===== config.mk =====
export PLATFORM = sky130hd
export DESIGN_NAME = whiten_sequencer_flat
export DESIGN_NICKNAME = d
export VERILOG_FILES = /design/src/rtl/whiten_sequencer_pkg.sv /design/src/rtl/whiten_sequencer_if.sv /design/src/rtl/whiten_sequencer_scramble_core.sv /design/src/rtl/whiten_sequencer.sv /design/src/flat_wrapper.sv
export SDC_FILE = /design/constraint.sdc
export NUM_CORES = 1
export LEC_CHECK = 0
export BUFFER_PORTS_ARGS = -buffer_cell sky130_fd_sc_hd__clkbuf_2
export CELL_PAD_IN_SITES_DETAIL_PLACEMENT = 1
export CELL_PAD_IN_SITES_GLOBAL_PLACEMENT = 2
export CORE_ASPECT_RATIO = 0.6
export CORE_UTILIZATION = 35
export CTS_CLUSTER_SIZE = 8
export DETAILED_ROUTE_END_ITERATION = 8
export GPL_TIMING_DRIVEN = 0
export PLACE_DENSITY = 0.79
export SETUP_SLACK_MARGIN = 0.3
export SLEW_MARGIN = 20
export SYNTH_ARGS = -nofsm -noshare
export SYNTH_HDL_FRONTEND = slang
export SYNTH_SLANG_ARGS = --single-unit
export TNS_END_PERCENT = 100

===== constraint.sdc =====
create_clock -name clk -period 1.79 [get_ports clk]
set_input_delay 0.358 -clock clk [delete_from_list [all_inputs] [get_ports clk]]
set_output_delay 0.358 -clock clk [all_outputs]
set_load 0.05 [all_outputs]

===== src/rtl/whiten_sequencer_pkg.sv =====
// Shared definitions for the BLE-style whitening sequencer: FSM state
// encoding, default prefix length and the whitening LFSR seed construction.
package whiten_sequencer_pkg;

    typedef enum logic [1:0] {
        ST_IDLE   = 2'd0,
        ST_LOAD   = 2'd1,
        ST_BYPASS = 2'd2,
        ST_WHITEN = 2'd3
    } state_e;

    // 8 preamble bits + 32 access-address bits are sent unwhitened
    localparam int PREFIX_BITS_DEFAULT = 40;

    localparam int   LFSR_W        = 7;
    // Constant '1' placed in LFSR position 0 on every load
    localparam logic LFSR_SEED_BIT = 1'b1;

    // Position 0 holds the constant one, positions 1..6 hold channel bits
    // 5..0, so channel bit 0 lands in position 6 (the output tap).
    function automatic logic [LFSR_W-1:0] lfsr_seed(input logic [5:0] ch);
        logic [LFSR_W-1:0] s;
        s[0] = LFSR_SEED_BIT;
        for (int i = 0; i < 6; i++) begin
            s[i+1] = ch[5-i];
        end
        return s;
    endfunction

endpackage


===== src/rtl/whiten_sequencer_if.sv =====
// Serial bit stream bus of the whitening sequencer: input bit stream with
// ready/valid/last, output bit stream with valid/last.
interface whiten_sequencer_if;
    logic in_bit;
    logic in_valid;
    logic in_last;
    logic in_ready;
    logic out_bit;
    logic out_valid;
    logic out_last;

    // Bit source / sink side (e.g. packet framer and modulator)
    modport master (
        output in_bit, in_valid, in_last,
        input  in_ready, out_bit, out_valid, out_last
    );

    // Sequencer side
    modport slave (
        input  in_bit, in_valid, in_last,
        output in_ready, out_bit, out_valid, out_last
    );
endinterface


===== src/rtl/whiten_sequencer_scramble_core.sv =====
// scramble_core: 7-bit whitening LFSR, polynomial x^7 + x^4 + 1.
// Output tap is position 6; it feeds back into position 0 and is XORed into
// position 4. Loaded from the channel number, advanced once per whitened bit.
module scramble_core
    import whiten_sequencer_pkg::*;
(
    input  logic       clk,
    input  logic       load_i,
    input  logic [5:0] channel_i,
    input  logic       adv_i,
    output logic       wbit_o
);

    logic [LFSR_W-1:0] lfsr_q;
    logic [LFSR_W-1:0] lfsr_d;

    // Next LFSR value: reseed on load, shift on advance, otherwise hold
    always_comb begin
        lfsr_d = lfsr_q;
        if (load_i) begin
            lfsr_d = lfsr_seed(channel_i);
        end else if (adv_i) begin
            lfsr_d = {lfsr_q[5], lfsr_q[4], lfsr_q[3] ^ lfsr_q[6],
                      lfsr_q[2], lfsr_q[1], lfsr_q[0], lfsr_q[6]};
        end
    end

    // LFSR state; always reseeded before use, so it carries no reset
    always_ff @(posedge clk) begin
        lfsr_q <= lfsr_d;
    end

    assign wbit_o = lfsr_q[6];

endmodule


===== src/rtl/whiten_sequencer.sv =====
// whiten_sequencer: passes the packet prefix (preamble + access address)
// raw, then whitens the remaining bits with the channel-seeded LFSR.
// One register stage for both paths, so the prefix/whiten boundary has no
// bubble. Optional build macro WHITEN_SEQUENCER_BYPASS_EN adds the
// whiten_disable input (sampled on pkt_start) that sends payload raw.
module whiten_sequencer
    import whiten_sequencer_pkg::*;
#(
    parameter int CHANNEL_NUMBER_BIT_WIDTH = 6,
    parameter int PREFIX_BITS              = PREFIX_BITS_DEFAULT
) (
    input  logic                                clk,
    input  logic                                rst,
    input  logic [CHANNEL_NUMBER_BIT_WIDTH-1:0] channel_number,
    input  logic                                pkt_start,
`ifdef WHITEN_SEQUENCER_BYPASS_EN
    input  logic                                whiten_disable,
`endif
    whiten_sequencer_if.slave                   bus,
    output logic                                busy,
    output logic                                err_short
);

    localparam logic [1:0] S_IDLE   = 2'(ST_IDLE);
    localparam logic [1:0] S_LOAD   = 2'(ST_LOAD);
    localparam logic [1:0] S_BYPASS = 2'(ST_BYPASS);
    localparam logic [1:0] S_WHITEN = 2'(ST_WHITEN);

    localparam int               CNT_W    = $clog2(PREFIX_BITS + 1);
    localparam logic [CNT_W-1:0] CNT_MAX  = CNT_W'(PREFIX_BITS);
    localparam logic [CNT_W-1:0] CNT_LAST = CNT_W'(PREFIX_BITS - 1);

    logic [1:0]       state_q, state_d;
    logic [CNT_W-1:0] cnt_q, cnt_d;
    logic [5:0]       chan_q, chan_d;
    logic             out_bit_q, out_bit_d;
    logic             out_valid_q, out_valid_d;
    logic             out_last_q, out_last_d;
    logic             err_q, err_d;
    logic             ready_w, accept_w, load_w, adv_w, wbit_w, whiten_on_w;

`ifdef WHITEN_SEQUENCER_BYPASS_EN
    logic             dis_q, dis_d;
    assign whiten_on_w = ~dis_q;
`else
    assign whiten_on_w = 1'b1;
`endif

    assign ready_w  = ~rst && ((state_q == S_BYPASS) || (state_q == S_WHITEN));
    assign accept_w = bus.in_valid && ready_w;

    scramble_core u_scramble (
        .clk       (clk),
        .load_i    (load_w),
        .channel_i (chan_q),
        .adv_i     (adv_w),
        .wbit_o    (wbit_w)
    );

    // Sequencer next state: packet start/abort, prefix counting, output bit
    always_comb begin
        state_d     = state_q;
        cnt_d       = cnt_q;
        chan_d      = chan_q;
        out_bit_d   = 1'b0;
        out_valid_d = 1'b0;
        out_last_d  = 1'b0;
        err_d       = 1'b0;
        load_w      = 1'b0;
        adv_w       = 1'b0;
`ifdef WHITEN_SEQUENCER_BYPASS_EN
        dis_d       = dis_q;
`endif
        if (pkt_start) begin
            // Start or abort: any bit offered this cycle is dropped
            state_d = S_LOAD;
            cnt_d   = '0;
            chan_d  = channel_number[5:0];
`ifdef WHITEN_SEQUENCER_BYPASS_EN
            dis_d   = whiten_disable;
`endif
        end else begin
            case (state_q)
                S_LOAD: begin
                    load_w  = 1'b1;
                    cnt_d   = '0;
                    state_d = S_BYPASS;
                end
                S_BYPASS: begin
                    if (accept_w) begin
                        out_valid_d = 1'b1;
                        out_bit_d   = bus.in_bit;
                        out_last_d  = bus.in_last;
                        if (cnt_q != CNT_MAX) begin
                            cnt_d = cnt_q + 1'b1;
                        end
                        if (bus.in_last) begin
                            err_d   = 1'b1;
                            state_d = S_IDLE;
                        end else if (cnt_q == CNT_LAST) begin
                            state_d = S_WHITEN;
                        end
                    end
                end
                S_WHITEN: begin
                    if (accept_w) begin
                        out_valid_d = 1'b1;
                        out_bit_d   = bus.in_bit ^ (wbit_w & whiten_on_w);
                        out_last_d  = bus.in_last;
                        adv_w       = 1'b1;
                        if (bus.in_last) begin
                            state_d = S_IDLE;
                        end
                    end
                end
                default: ;
            endcase
        end
    end

    // Control and output registers, cleared by reset
    always_ff @(posedge clk) begin
        if (rst) begin
            state_q     <= S_IDLE;
            cnt_q       <= '0;
            out_bit_q   <= 1'b0;
            out_valid_q <= 1'b0;
            out_last_q  <= 1'b0;
            err_q       <= 1'b0;
        end else begin
            state_q     <= state_d;
            cnt_q       <= cnt_d;
            out_bit_q   <= out_bit_d;
            out_valid_q <= out_valid_d;
            out_last_q  <= out_last_d;
            err_q       <= err_d;
        end
    end

    // Per-packet configuration captured on pkt_start
    always_ff @(posedge clk) begin
        chan_q <= chan_d;
`ifdef WHITEN_SEQUENCER_BYPASS_EN
        dis_q  <= dis_d;
`endif
    end

    assign bus.in_ready  = ready_w;
    assign bus.out_bit   = out_bit_q;
    assign bus.out_valid = out_valid_q;
    assign bus.out_last  = out_last_q;
    assign busy          = ~rst && (state_q != S_IDLE);
    assign err_short     = err_q;

endmodule


===== src/flat_wrapper.sv =====
// flat-port wrapper written by rule: the top's interface ports become plain ports
module whiten_sequencer_flat import whiten_sequencer_pkg::*;
#(
    parameter int CHANNEL_NUMBER_BIT_WIDTH = 6,
    parameter int PREFIX_BITS              = PREFIX_BITS_DEFAULT
)
  (clk, rst, channel_number, pkt_start, busy, err_short, bus_in_bit, bus_in_valid, bus_in_last, bus_in_ready, bus_out_bit, bus_out_valid, bus_out_last);
  whiten_sequencer_if bus_i ();
  input  logic clk;
  input  logic rst;
  input  logic [CHANNEL_NUMBER_BIT_WIDTH-1:0] channel_number;
  input  logic pkt_start;
  output logic busy;
  output logic err_short;
  input wire logic [$bits(bus_i.in_bit)-1:0] bus_in_bit;
  input wire logic [$bits(bus_i.in_valid)-1:0] bus_in_valid;
  input wire logic [$bits(bus_i.in_last)-1:0] bus_in_last;
  output wire logic [$bits(bus_i.in_ready)-1:0] bus_in_ready;
  output wire logic [$bits(bus_i.out_bit)-1:0] bus_out_bit;
  output wire logic [$bits(bus_i.out_valid)-1:0] bus_out_valid;
  output wire logic [$bits(bus_i.out_last)-1:0] bus_out_last;
  assign bus_i.in_bit = bus_in_bit;
  assign bus_i.in_valid = bus_in_valid;
  assign bus_i.in_last = bus_in_last;
  assign bus_in_ready = bus_i.in_ready;
  assign bus_out_bit = bus_i.out_bit;
  assign bus_out_valid = bus_i.out_valid;
  assign bus_out_last = bus_i.out_last;
  whiten_sequencer #(.CHANNEL_NUMBER_BIT_WIDTH(CHANNEL_NUMBER_BIT_WIDTH), .PREFIX_BITS(PREFIX_BITS)) u_core (.clk(clk), .rst(rst), .channel_number(channel_number), .pkt_start(pkt_start), .bus(bus_i), .busy(busy), .err_short(err_short));
endmodule

==> results_tabular.tex <==
\begin{tabular}{lr}
\hline
Metric & Value \\
\hline
\multicolumn{2}{l}{\textbf{Pwr}} \\
\quad Clock network power share & 29.1\% \\
\quad Peak supply drop & 0.000355 V \\
\quad Power density over cell area & 723 nW/µm² \\
\quad Register share of total power & 54.1\% \\
\quad Static Leakage & 0.621 nW \\
\quad Net switching component of the power & 314 µW \\
\quad Internal power contribution & 862 µW \\
\quad Gate power share & 16.8\% \\
\quad Switching Fraction & 26.7\% \\
\multicolumn{2}{l}{\textbf{Worst hold path}} \\
\quad Worst Hold Class & primary input to register \\
\quad Hold Crit Start & channel\_number[0] \\
\multicolumn{2}{l}{\textbf{STA}} \\
\quad Worst Skew & 0.00252 ns \\
\quad Final worst path period need & 1.73 ns \\
\quad Post-route fraction of the period consumed by the critical path & 96.7\% \\
\quad Hold Violations, Final & 0 \\
\quad Highest achievable clock rate & 578 MHz \\
\quad Setup-failing EPs final & 0 \\
\quad RSZ-0062 raised after global routing & yes \\
\quad Max-slew violation total from the final report & 0 \\
\quad Actual slew at the worst max-slew pin & 0.490 ns \\
\quad PnR worst setup slack & 0.0595 ns \\
\quad Final-layout setup total negative slack & 0 ns \\
\quad Max-slew headroom & 66.9\% \\
\multicolumn{2}{l}{\textbf{Synthesis}} \\
\quad Simple-gate portion of the synthesized area & 18.5\% \\
\quad Xor and xnor area share after synthesis & 2.89\% \\
\quad Count of cell types in the netlist & 36 \\
\quad Multiplexer area fraction after synthesis & 2.48\% \\
\quad Adder-cell share of the synthesized area & 7.22\% \\
\quad Yosys reg bits & 25 \\
\quad Compound-Gate Fraction of Synth Area & 13.3\% \\
\quad Avg Cell Area, Syn & 10.9 µm² \\
\quad Cell count after synthesis & 111 \\
\quad Summed instance area of the synthesized netlist & 1210 µm² \\
\quad Synthesized net count & 130 \\
\quad Sequential element share of the synthesized area & 51.2\% \\
\quad Number of synthesis warnings & 0 \\
\quad Dominant combinational cell family by area after synthesis & simple AND/OR/NAND/NOR gates \\
\multicolumn{2}{l}{\textbf{Finish}} \\
\quad Area growth syn-to-layout & 34.3\% \\
\quad Layout cells sized above 1 & 44.1\% \\
\quad Fillcell total & 374 \\
\quad Most common library cell in the layout ignoring fill and taps & clkbuf\_2 \\
\quad Final Util & 49.6\% \\
\quad Most frequent cells in the layout & clkbuf\_2, buf\_4, edfxtp\_1, dfxtp\_1, nand2\_1 \\
\quad Post-layout nets & 163 \\
\quad Number of diodes & 0 \\
\quad Multi-input combinational cell area & 647 µm² \\
\quad Area of all sequential standard cells & 628 µm² \\
\multicolumn{2}{l}{\textbf{Clock network}} \\
\quad Maximum clock insertion buffer count & 2 \\
\quad Clock latency at the later pin of the worst-skew pair & 0.28 ns \\
\quad Clock sink count & 25 \\
\quad Clock transition time at the flip-flop clock pins of the worst setup and hold paths & 0.09 ns \\
\quad CTS H-tree lvls & 1 \\
\quad TritonCTS clock tree & done \\
\quad Clock root cell & clkbuf\_8 \\
\quad Number of hold-repair buffers added at the cts stage & 0 \\
\quad CTS buffer count & 3 \\
\multicolumn{2}{l}{\textbf{Setup path}} \\
\quad Standard cell with the maximum stage delay on the critical path & dfxtp\_4 \\
\quad Startpoint-to-endpoint class of the critical path & register to primary output \\
\quad Maximum cell stage delay along the critical path & 0.38 ns \\
\quad Req. time, crit path & 1.43 ns \\
\quad WP data arrival & 1.37 ns \\
\quad Delay-heaviest family, CP & flip-flops \\
\quad Reg2reg setup slack & 0.13 ns \\
\quad Buffers and inverters on the worst path & 3 \\
\quad Startpoint kind of the worst setup timing path & register \\
\quad Critical path origin & u\_core.state\_q[0] \\
\quad Crit-path cells & inv\_4 -> ha\_4 -> buf\_6 -> nor2\_4 -> nor2\_4 -> buf\_8 \\
\quad RR Startpoint & u\_core.state\_q[0] \\
\quad Critical Path End Type & primary output \\
\quad Maximum fanout encountered on the critical timing path & 3 \\
\quad CP dominant cell by count & nor2\_4 \\
\multicolumn{2}{l}{\textbf{Drt}} \\
\quad Routed wire per std cell & 17.9 µm \\
\quad Vias after detailed routing & 942 \\
\quad Detailed-routing iteration count for the pre-antenna-repair pass & 4 \\
\quad Count of routing violations after the opening detailed-route iteration & 97 \\
\quad Final routed DRC violation total & 0 \\
\quad Detail-routed via count per cell & 5.01 \\
\quad Routed wire length & 3360 µm \\
\quad Count of antenna-violating nets left after detailed routing & 0 \\
\multicolumn{2}{l}{\textbf{Floorplan}} \\
\quad Die area & 3710 µm² \\
\quad Site Rows & 16 \\
\quad Height of the die & 47.6 µm \\
\quad Die outline width & 78.0 µm \\
\quad Initial Util & 36.9\% \\
\quad Core Area & 3280 µm² \\
\quad Count of pins on the block boundary & 18 \\
\multicolumn{2}{l}{\textbf{Placed design}} \\
\quad Post-Place Worst Slack & -0.0206 ns \\
\quad RePlAce Congestion & 0.768 \\
\quad Post-detailed-placement half-perimeter wirelength & 2130 µm \\
\quad Count of input and output buffers & 17 \\
\multicolumn{2}{l}{\textbf{Job}} \\
\quad Count of maximum capacitance violations & 0 \\
\multicolumn{2}{l}{\textbf{GRT}} \\
\quad Total routing resource utilization after global routing & 18.3\% \\
\quad Antenna violations before repair & 0 \\
\quad Number of global-route vias before repair & 908 \\
\quad Global-route wire length before repair & 4730 µm \\
\quad Overflow left after global routing & 0 \\
\quad Maximum number of pins on one net before global-route repair & 15 \\
\multicolumn{2}{l}{\textbf{Outcome}} \\
\quad Result of the run & completed \\
\hline
\end{tabular}
worst paths after layout:
check	endpoint	cells past startpoint
worst max register to register	u_core.state_q[0]	9
worst min register to register	u_core.u_scramble.lfsr_q[0]	1
worst max-delay path	bus_in_ready	6
worst min-delay path	u_core.chan_q[0]	1
cell families (layout without fill, tap and decap cells):
family          after synthesis  after routing
simple gates                 39             39
xor+xnor                      4              4
compound gates               22             22
flops                        25             25
mux                           3              3
buf+inv                      11             43
fa+ha+maj                     7              7
worst reg2reg max path: cells and delay by family, from the launching register on:
kind,cells,cell delay (ns)
simple gates,2,0.25
compound gates,2,0.33
buf+inv,4,0.43
flops,1,0.38
fa+ha+maj,1,0.15
layer usage:
| layer | share of wire (%) | GRT usage (%) |
|---|---|---|
| met5 | 0 | 0 |
| met4 | 1.2 | 3.70 |
| met3 | 5.8 | 6.10 |
| met2 | 44 | 29.4 |
| met1 | 49 | 24.7 |
state kept, by name (all words and copies together) (netlist names):
signal                    flops
u_core.bus.out_bit            1
u_core.bus.out_last           1
u_core.cnt_q                  6
u_core.chan_q                 6
u_core.state_q                2
u_core.u_scramble.lfsr_q      7
u_core.bus.out_valid          1
u_core.err_short              1
synthesized netlist by cell type, drive strengths merged:
cell type	n	area, µm²
and3	2	17.5
or2	1	6.26
nand2	8	30.0
o31ai	2	15.0
nand4	2	12.5
dfxtp	13	260
a21boi	1	7.51
nor2b	3	18.8
a211oi	2	20.0
mux2i	3	30.0
nand3	3	15.0
a31oi	1	6.26
nor3b	1	7.51
xor2	2	17.5
a21oi	5	25.0
nand2b	2	20.0
edfxtp	12	360
xnor2	2	17.5
o2111ai	1	8.76
nor4	1	6.26
nor2	10	37.5
ha	7	87.6
o21ai	2	10.0
inv	8	30.0
a22o	6	52.6
o21a	1	7.51
nor4b	2	32.5
buf	3	23.8
nor3	4	20.0
a2bb2oi	1	8.76
metrics by stage:
| stage | instances | hold slack [ns] | instance area [µm²] | power [mW] |
|---|---|---|---|---|
| finish | 188 | 0.250 | 1630 | 1.18 |
| CTS | 185 | 0.245 | 1560 | 1.16 |
| floorplan | 111 | 0.436 | 1220 | 0.733 |
| global placement | 173 | 0.490 | 1370 | 0.781 |
| detailed placement | 173 | 0.502 | 1370 | 0.783 |
| global route | 188 | 0.241 | 1630 | 1.22 |
final cells by class:
type / instances / share of cell area, %
well taps: 45 / 3.46
clock buffers: 3 / 2.54
repair buffers: 28 / 11.5
plain buffers: 3 / 1.84
clock inverters: 1 / 0.307
inverters: 8 / 2.00
multi-input cells: 75 / 39.7
flip-flops and latches: 25 / 38.6
power groups by stage:
| stage | sequential (mW) | combinational, mW | clock, mW |
|---|---|---|---|
| finish | 0.636 | 0.198 | 0.343 |
| CTS | 0.636 | 0.174 | 0.354 |
| global placement | 0.645 | 0.135 | 0 |
| detailed placement | 0.646 | 0.137 | 0 |
| floorplan | 0.644 | 0.0895 | 0 |
| global route | 0.638 | 0.209 | 0.377 |
repair_timing:
item                                    CTS  global route
endpoints found under the setup margin   23            23
gates resized for setup                  24            13
hold endpoints to repair                  0             0
setup buffers                             8             3
pin swaps                                 5             8
(Power assumes the default switching activity.)
